`src/rtl/mem_unit_if.sv`:
```
// rtl/mem_unit_if.sv - memory bus bundle between mem_unit (master) and the memory system (slave)
interface mem_unit_if;
    logic        bus_req;
    logic        bus_we;
    logic [31:0] bus_addr;
    logic [3:0]  bus_wstrb;
    logic [31:0] bus_wdata;
    logic        bus_ack;
    logic        bus_err;
    logic [31:0] bus_rdata;

    modport master (
        output bus_req, bus_we, bus_addr, bus_wstrb, bus_wdata,
        input  bus_ack, bus_err, bus_rdata
    );

    modport slave (
        input  bus_req, bus_we, bus_addr, bus_wstrb, bus_wdata,
        output bus_ack, bus_err, bus_rdata
    );
endinterface

```
`src/rtl/mem_unit.sv`:
```
// rtl/mem_unit.sv - FETCH/MEMORY stage responder: one bus transaction per stage activation
module mem_unit #(
    parameter int unsigned TIMEOUT_CYCLES = 255
) (
    input  logic        clk,
    input  logic        reset_n,
    input  logic        fetch_en,
    input  logic        mem_en,
    input  logic [31:0] pc,
    input  logic [31:0] addr,
    input  logic        is_store,
    input  logic [1:0]  size,
    input  logic        load_unsigned,
    input  logic [31:0] store_data,
    output logic        fetch_done,
    output logic        mem_done,
    output logic [31:0] instr,
    output logic [31:0] load_data,
    output logic        mem_addr_fault,
    output logic        mem_access_fault,
    output logic        mem_fault_is_store,
    mem_unit_if.master  bus
);
    typedef enum logic [1:0] {IDLE, BUS, DONE, DRAIN} state_e;

    state_e      state_q;
    logic        op_fetch_q;
    logic [1:0]  lane_q;
    logic [1:0]  size_q;
    logic        uns_q;
    logic [31:0] cnt_q;

    logic [31:0] req_addr;
    logic [1:0]  req_size;
    logic        req_store;
    logic        misaligned;
    logic [3:0]  wstrb_d;
    logic [31:0] wdata_d;
    logic [31:0] load_ext;
    logic [7:0]  lb;
    logic [15:0] lh;
    logic        orig_en;
    logic        timeout;
    logic        bus_end;

    // A fetch is treated as an aligned word read of pc
    always_comb begin
        req_addr  = fetch_en ? pc : addr;
        req_size  = fetch_en ? 2'b10 : size;
        req_store = ~fetch_en & is_store;
        case (req_size)
            2'b00:   misaligned = 1'b0;
            2'b01:   misaligned = req_addr[0];
            2'b10:   misaligned = |req_addr[1:0];
            default: misaligned = 1'b1;
        endcase
        wstrb_d = 4'b0000;
        wdata_d = 32'd0;
        if (req_store) begin
            case (req_size)
                2'b00: begin
                    wstrb_d = 4'b0001 << req_addr[1:0];
                    wdata_d = {4{store_data[7:0]}};
                end
                2'b01: begin
                    wstrb_d = 4'b0011 << {req_addr[1], 1'b0};
                    wdata_d = {2{store_data[15:0]}};
                end
                default: begin
                    wstrb_d = 4'b1111;
                    wdata_d = store_data;
                end
            endcase
        end
    end

    always_comb begin
        lb = bus.bus_rdata[{lane_q, 3'b000} +: 8];
        lh = lane_q[1] ? bus.bus_rdata[31:16] : bus.bus_rdata[15:0];
        case (size_q)
            2'b00:   load_ext = {{24{~uns_q & lb[7]}}, lb};
            2'b01:   load_ext = {{16{~uns_q & lh[15]}}, lh};
            default: load_ext = bus.bus_rdata;
        endcase
        orig_en = op_fetch_q ? fetch_en : mem_en;
        timeout = (TIMEOUT_CYCLES != 0) && (cnt_q == TIMEOUT_CYCLES - 1);
        bus_end = bus.bus_ack | bus.bus_err | timeout;
    end

    always_ff @(posedge clk) begin
        if (!reset_n) begin
            state_q            <= IDLE;
            op_fetch_q         <= 1'b0;
            lane_q             <= 2'b00;
            size_q             <= 2'b00;
            uns_q              <= 1'b0;
            cnt_q              <= 32'd0;
            fetch_done         <= 1'b0;
            mem_done           <= 1'b0;
            instr              <= 32'd0;
            load_data          <= 32'd0;
            mem_addr_fault     <= 1'b0;
            mem_access_fault   <= 1'b0;
            mem_fault_is_store <= 1'b0;
            bus.bus_req        <= 1'b0;
            bus.bus_we         <= 1'b0;
            bus.bus_addr       <= 32'd0;
            bus.bus_wstrb      <= 4'b0000;
            bus.bus_wdata      <= 32'd0;
        end else begin
            case (state_q)
                IDLE: begin
                    if (fetch_en || mem_en) begin
                        op_fetch_q         <= fetch_en;
                        lane_q             <= req_addr[1:0];
                        size_q             <= req_size;
                        uns_q              <= load_unsigned;
                        cnt_q              <= 32'd0;
                        mem_fault_is_store <= req_store;
                        if (misaligned) begin
                            state_q        <= DONE;
                            mem_addr_fault <= 1'b1;
                            fetch_done     <= fetch_en;
                            mem_done       <= ~fetch_en;
                        end else begin
                            state_q       <= BUS;
                            bus.bus_req   <= 1'b1;
                            bus.bus_we    <= req_store;
                            bus.bus_addr  <= {req_addr[31:2], 2'b00};
                            bus.bus_wstrb <= wstrb_d;
                            bus.bus_wdata <= wdata_d;
                        end
                    end
                end
                BUS, DRAIN: begin
                    if (bus_end) begin
                        bus.bus_req   <= 1'b0;
                        bus.bus_we    <= 1'b0;
                        bus.bus_wstrb <= 4'b0000;
                        if (state_q == BUS && orig_en) begin
                            state_q          <= DONE;
                            fetch_done       <= op_fetch_q;
                            mem_done         <= ~op_fetch_q;
                            // err outranks ack; timeout only counts when neither arrived
                            mem_access_fault <= bus.bus_err | (~bus.bus_ack & timeout);
                            if (bus.bus_ack && !bus.bus_err) begin
                                if (op_fetch_q) instr <= bus.bus_rdata;
                                else if (!bus.bus_we) load_data <= load_ext;
                            end
                        end else begin
                            state_q            <= IDLE;
                            mem_fault_is_store <= 1'b0;
                        end
                    end else begin
                        cnt_q <= cnt_q + 32'd1;
                        if (!orig_en) state_q <= DRAIN;
                    end
                end
                DONE: begin
                    if (!orig_en) begin
                        state_q            <= IDLE;
                        fetch_done         <= 1'b0;
                        mem_done           <= 1'b0;
                        mem_addr_fault     <= 1'b0;
                        mem_access_fault   <= 1'b0;
                        mem_fault_is_store <= 1'b0;
                    end
                end
                default: state_q <= IDLE;
            endcase
        end
    end
endmodule

```
`src/flat_wrapper.sv`:
```
// flat-port wrapper written by rule: the top's interface ports become plain ports
module mem_unit_flat 
#(
    parameter int unsigned TIMEOUT_CYCLES = 255
)
  (clk, reset_n, fetch_en, mem_en, pc, addr, is_store, size, load_unsigned, store_data, fetch_done, mem_done, instr, load_data, mem_addr_fault, mem_access_fault, mem_fault_is_store, bus_bus_req, bus_bus_we, bus_bus_addr, bus_bus_wstrb, bus_bus_wdata, bus_bus_ack, bus_bus_err, bus_bus_rdata);
  mem_unit_if bus_i ();
  input  logic clk;
  input  logic reset_n;
  input  logic fetch_en;
  input  logic mem_en;
  input  logic [31:0] pc;
  input  logic [31:0] addr;
  input  logic is_store;
  input  logic [1:0] size;
  input  logic load_unsigned;
  input  logic [31:0] store_data;
  output logic fetch_done;
  output logic mem_done;
  output logic [31:0] instr;
  output logic [31:0] load_data;
  output logic mem_addr_fault;
  output logic mem_access_fault;
  output logic mem_fault_is_store;
  output wire logic [$bits(bus_i.bus_req)-1:0] bus_bus_req;
  output wire logic [$bits(bus_i.bus_we)-1:0] bus_bus_we;
  output wire logic [$bits(bus_i.bus_addr)-1:0] bus_bus_addr;
  output wire logic [$bits(bus_i.bus_wstrb)-1:0] bus_bus_wstrb;
  output wire logic [$bits(bus_i.bus_wdata)-1:0] bus_bus_wdata;
  input wire logic [$bits(bus_i.bus_ack)-1:0] bus_bus_ack;
  input wire logic [$bits(bus_i.bus_err)-1:0] bus_bus_err;
  input wire logic [$bits(bus_i.bus_rdata)-1:0] bus_bus_rdata;
  assign bus_bus_req = bus_i.bus_req;
  assign bus_bus_we = bus_i.bus_we;
  assign bus_bus_addr = bus_i.bus_addr;
  assign bus_bus_wstrb = bus_i.bus_wstrb;
  assign bus_bus_wdata = bus_i.bus_wdata;
  assign bus_i.bus_ack = bus_bus_ack;
  assign bus_i.bus_err = bus_bus_err;
  assign bus_i.bus_rdata = bus_bus_rdata;
  mem_unit #(.TIMEOUT_CYCLES(TIMEOUT_CYCLES)) u_core (.clk(clk), .reset_n(reset_n), .fetch_en(fetch_en), .mem_en(mem_en), .pc(pc), .addr(addr), .is_store(is_store), .size(size), .load_unsigned(load_unsigned), .store_data(store_data), .fetch_done(fetch_done), .mem_done(mem_done), .instr(instr), .load_data(load_data), .mem_addr_fault(mem_addr_fault), .mem_access_fault(mem_access_fault), .mem_fault_is_store(mem_fault_is_store), .bus(bus_i));
endmodule
```
`config.mk`:
```
export PLATFORM = sky130hd
export DESIGN_NAME = mem_unit_flat
export DESIGN_NICKNAME = d
export VERILOG_FILES = /design/src/rtl/mem_unit_if.sv /design/src/rtl/mem_unit.sv /design/src/flat_wrapper.sv
export SDC_FILE = /design/constraint.sdc
export NUM_CORES = 1
export LEC_CHECK = 0
export CORE_MARGIN = 8
export CORE_UTILIZATION = 30
export CTS_CLUSTER_DIAMETER = 80
export DETAILED_ROUTE_END_ITERATION = 8
export GPL_TIMING_DRIVEN = 0
export RECOVER_POWER = 100
export SKIP_CTS_REPAIR_TIMING = 1
export SYNTH_ARGS = -nofsm -noshare
export SYNTH_HDL_FRONTEND = slang
export SYNTH_SLANG_ARGS = --single-unit
export TNS_END_PERCENT = 50
```
`constraint.sdc`:
```
create_clock -name clk -period 2.5 [get_ports clk]
set_clock_uncertainty 0.1 [all_clocks]
set_input_delay 0.375 -clock clk [delete_from_list [all_inputs] [get_ports clk]]
set_output_delay 0.375 -clock clk [all_outputs]
set_load 0.02 [all_outputs]
```
==> run metrics <==
vias per inst=~5.1; pwr dens=609 mW/mm2; CTS clk-pin slew, worst paths=0.07 ns; post-route minimum period=2.39 ns; Starting Density=30.6%; CP top delay family=buffers and inverters; DP Area=0.0111 mm2; Chip Height=179 um; Worst Path Arrival=2.57 ns; worst-margin pin slew=0.783 ns; root buffer cell=clkbuf_16; Yosys top cell area share=between 40% and 50%; initial antenna violation count=2; Inserted Diodes=0; logic gate share of total power=18.9%; Crit Path Max Fanout=10; Crit path buffers/inverters=4; slowest stage delay, CP=0.56 ns; area delta synth->final=47.6%; largest cells by area after synthesis=dfxtp_1, nand2_1, a21oi_1, nor2_1, mux2i_1; post-route design area=approximately 0.012 mm2; P_int=5.03 mW; Longest Clk Path Bufs=2; final antenna-violating net count=0; die width=179 um; reg-to-reg critical path endpoint=u_core.load_data[13]; Setup Crit Path Kind=in2reg; placer's final routability congestion estimate=0.848; Final Util=45.2%; r2r startpoint=u_core.state_q[0]; filler cell count=between 2000 and 3000; cell taking the most area after synthesis=dfxtp_1; sequential area share after synthesis=44.3%; Async SR Flop Fraction=0%; power share of the clock group=39.3%; Post-Syn Instances=around 1000; most common cell after layout, fill and taps aside=dfxtp_1; #FFs+latches synth=177; RSZ-0062 raised after global routing=true; Setup Total Neg Slack=0 ns; Post-Synthesis Cell Area=0.00800 mm2; cell depth of the worst min-delay path=3; critical hold path startpoint=fetch_en; DP Wirelength=about 24000 um; number of clock sinks=roughly 180; final hold violations=0; Layout Nets=1438; Routed WL=30300 um; YS warnings=0; Vias=8372; register-to-register setup slack=0.13 ns; worst setup path startpoint=size[1]; Seq pwr share=between 40% and 50%; CP Capture Type=flop; vias in the first global route=8273; CP Cell Sequence=clkdlybuf4s50_1 > or2_2 > clkbuf_1 > nor2_2 > nor2_4 > nor2_4 > buf_2 > buf_2 > a211oi_1; syn avg cell area=7.94 um2; switching part of the total power=30.1%; largest net degree at the start of global routing=19; H-tree depth=4; most frequent cells in the layout=dfxtp_1, nand2_1, dlygate4sd3_1; Max VDD drop=between 400 and 500 uV; FMAX=approximately 420 MHz; num rows=59; Critical Path Slowest Stage Cell=clkdlybuf4s50_1; WP data required=2.68 ns; # IOs=277; Max-Slew Margin vs Limit=a little under half; DRT iter0 DRCs=596; total CTS buffers=17; DRC errors left=0; Global Route Usage Sum=18.2%; sw power=between 2 and 2.5 mW; first-pass GRT wire length=45700 um; max-slew violations=0; die footprint=roughly 0.032 mm2; Worst-Skew Late Latency=0.43 ns; Pleak=4.67 nW; WHS Endpoint=u_core.lane_q[1]; Most used DFF post-synth=dfxtp_1; core area=0.0261 mm2; TritonCTS clock tree=yes; # Max-Cap Violations=0; Final setup viols=0; HP Class=in2reg; share of cells above drive strength 1=6.79%; Worst setup SP type=input pin; Crit path depth=9; GRT overflow=0; outcome=complete, no violations; Unique masters post-synth=between 50 and 60; WL per Instance=approximately 18 um; First-pass DRT Iterations=5; Port Buffers=between 200 and 300; final worst-path cycle share=95.6%; cells on worst reg2reg path=6; EDFF count, synth=0
-- worst max path at each step --
stage / endpoint
floorplan: u_core.bus.bus_wstrb[0]
CTS: u_core.bus.bus_addr[31]
global placement: u_core.bus.bus_addr[31]
detailed placement: u_core.bus.bus_addr[9]
global route: u_core.fetch_done
finish: u_core.bus.bus_addr[31]
-- cells in the mapped netlist, types with 3 or more instances --
library cell  number
clkbuf_1          55
a21oi_1          109
and4_1             4
xor2_1             8
mux2_2            12
buf_1              3
nand4_1            9
nand3_1           32
nand2b_1           5
a22o_1             5
a31oi_1           13
buf_2             17
nor3_2             3
a41o_1             4
a221oi_1           7
o21ai_0           51
nand2_1          156
o211ai_1           3
o21ai_1            3
and2_1             3
and3_1             6
or4_1              3
nor2_1           130
mux2i_1           33
nor3_1            34
nor4_1             3
or3_1              6
dfxtp_1          177
a211oi_1          35
nand3b_1           3
xnor2_1           13
inv_1             12
a21o_1             3
or2_2              3
o221ai_1           9
-- per-layer routing --
metal  wire length, um  track usage, %  vias up  part of all wire (%)
li1                  -               -     4106                     -
met1             12800            22.1     3849                    42
met2             13600            29.1      356                    45
met3              3040            6.49       57                    10
met4               835            6.77        4                   2.8
met5                22               0        -                 0.073
-- power groups by stage --
stage	sequential, mW	clock, mW	combinational, mW
6_report	3.01	2.83	1.36
5_1_grt	3.02	2.98	1.48
4_1_cts	3.01	2.88	1.38
3_5_place_dp	3.07	0	1.38
3_3_place_gp	3.07	0	1.38
2_1_floorplan	3.18	0	0.594
-- tightest hold or removal path: stages --
cell,delay (ns)
buf_2,0.18
nand2_1,0.14
a311oi_1,0.10
-- cells by family after synthesis --
logic type               count (synthesis)  synth area share, %
AO/OA/AOI/OAI                          259                 19.7
multiplexers                            45                 5.82
buffers and inverters                   94                 4.86
other                                    1               0.0469
adder cells (fa/ha/maj)                  2                0.313
AND/OR/NAND/NOR                        408                 22.7
XOR/XNOR                                21                 2.30
flip-flops                             177                 44.3
-- registers in the layout, summed over array words and instances, names as in the netlist, 2 cells and up --
name,count
u_core.bus.bus_addr,30
u_core.bus.bus_wdata,32
u_core.bus.bus_wstrb,4
u_core.cnt_q,32
u_core.instr,32
u_core.lane_q,2
u_core.load_data,32
u_core.size_q,2
u_core.state_q,2
-- per-stage QoR --
step / worst slack, ns / total power, mW / cells / hold slack, ns
after global routing: -0.0397 / 7.48 / 1646 / 0.318
final: 0.110 / 7.19 / 1646 / 0.309
after CTS: -0.268 / 7.27 / 1646 / 0.276
after detailed placement: -0.715 / 4.45 / 1614 / 0.343
after global placement: -0.684 / 4.45 / 1614 / 0.339
after floorplan: 0.359 / 3.77 / 1008 / 0.375
-- final cells by class --
class | count | area [um2] | share of cell area, %
buffer | 78 | 335 | 2.84
clock buffer | 17 | 425 | 3.60
clock inverter | 15 | 191 | 1.62
inverter | 16 | 60.1 | 0.509
multi-input combinational | 737 | 4120 | 34.9
sequential | 177 | 3540 | 30.0
tap | 335 | 419 | 3.55
timing repair buffer | 271 | 2710 | 23.0
Note: power is estimated with default switching activity, not from simulation.
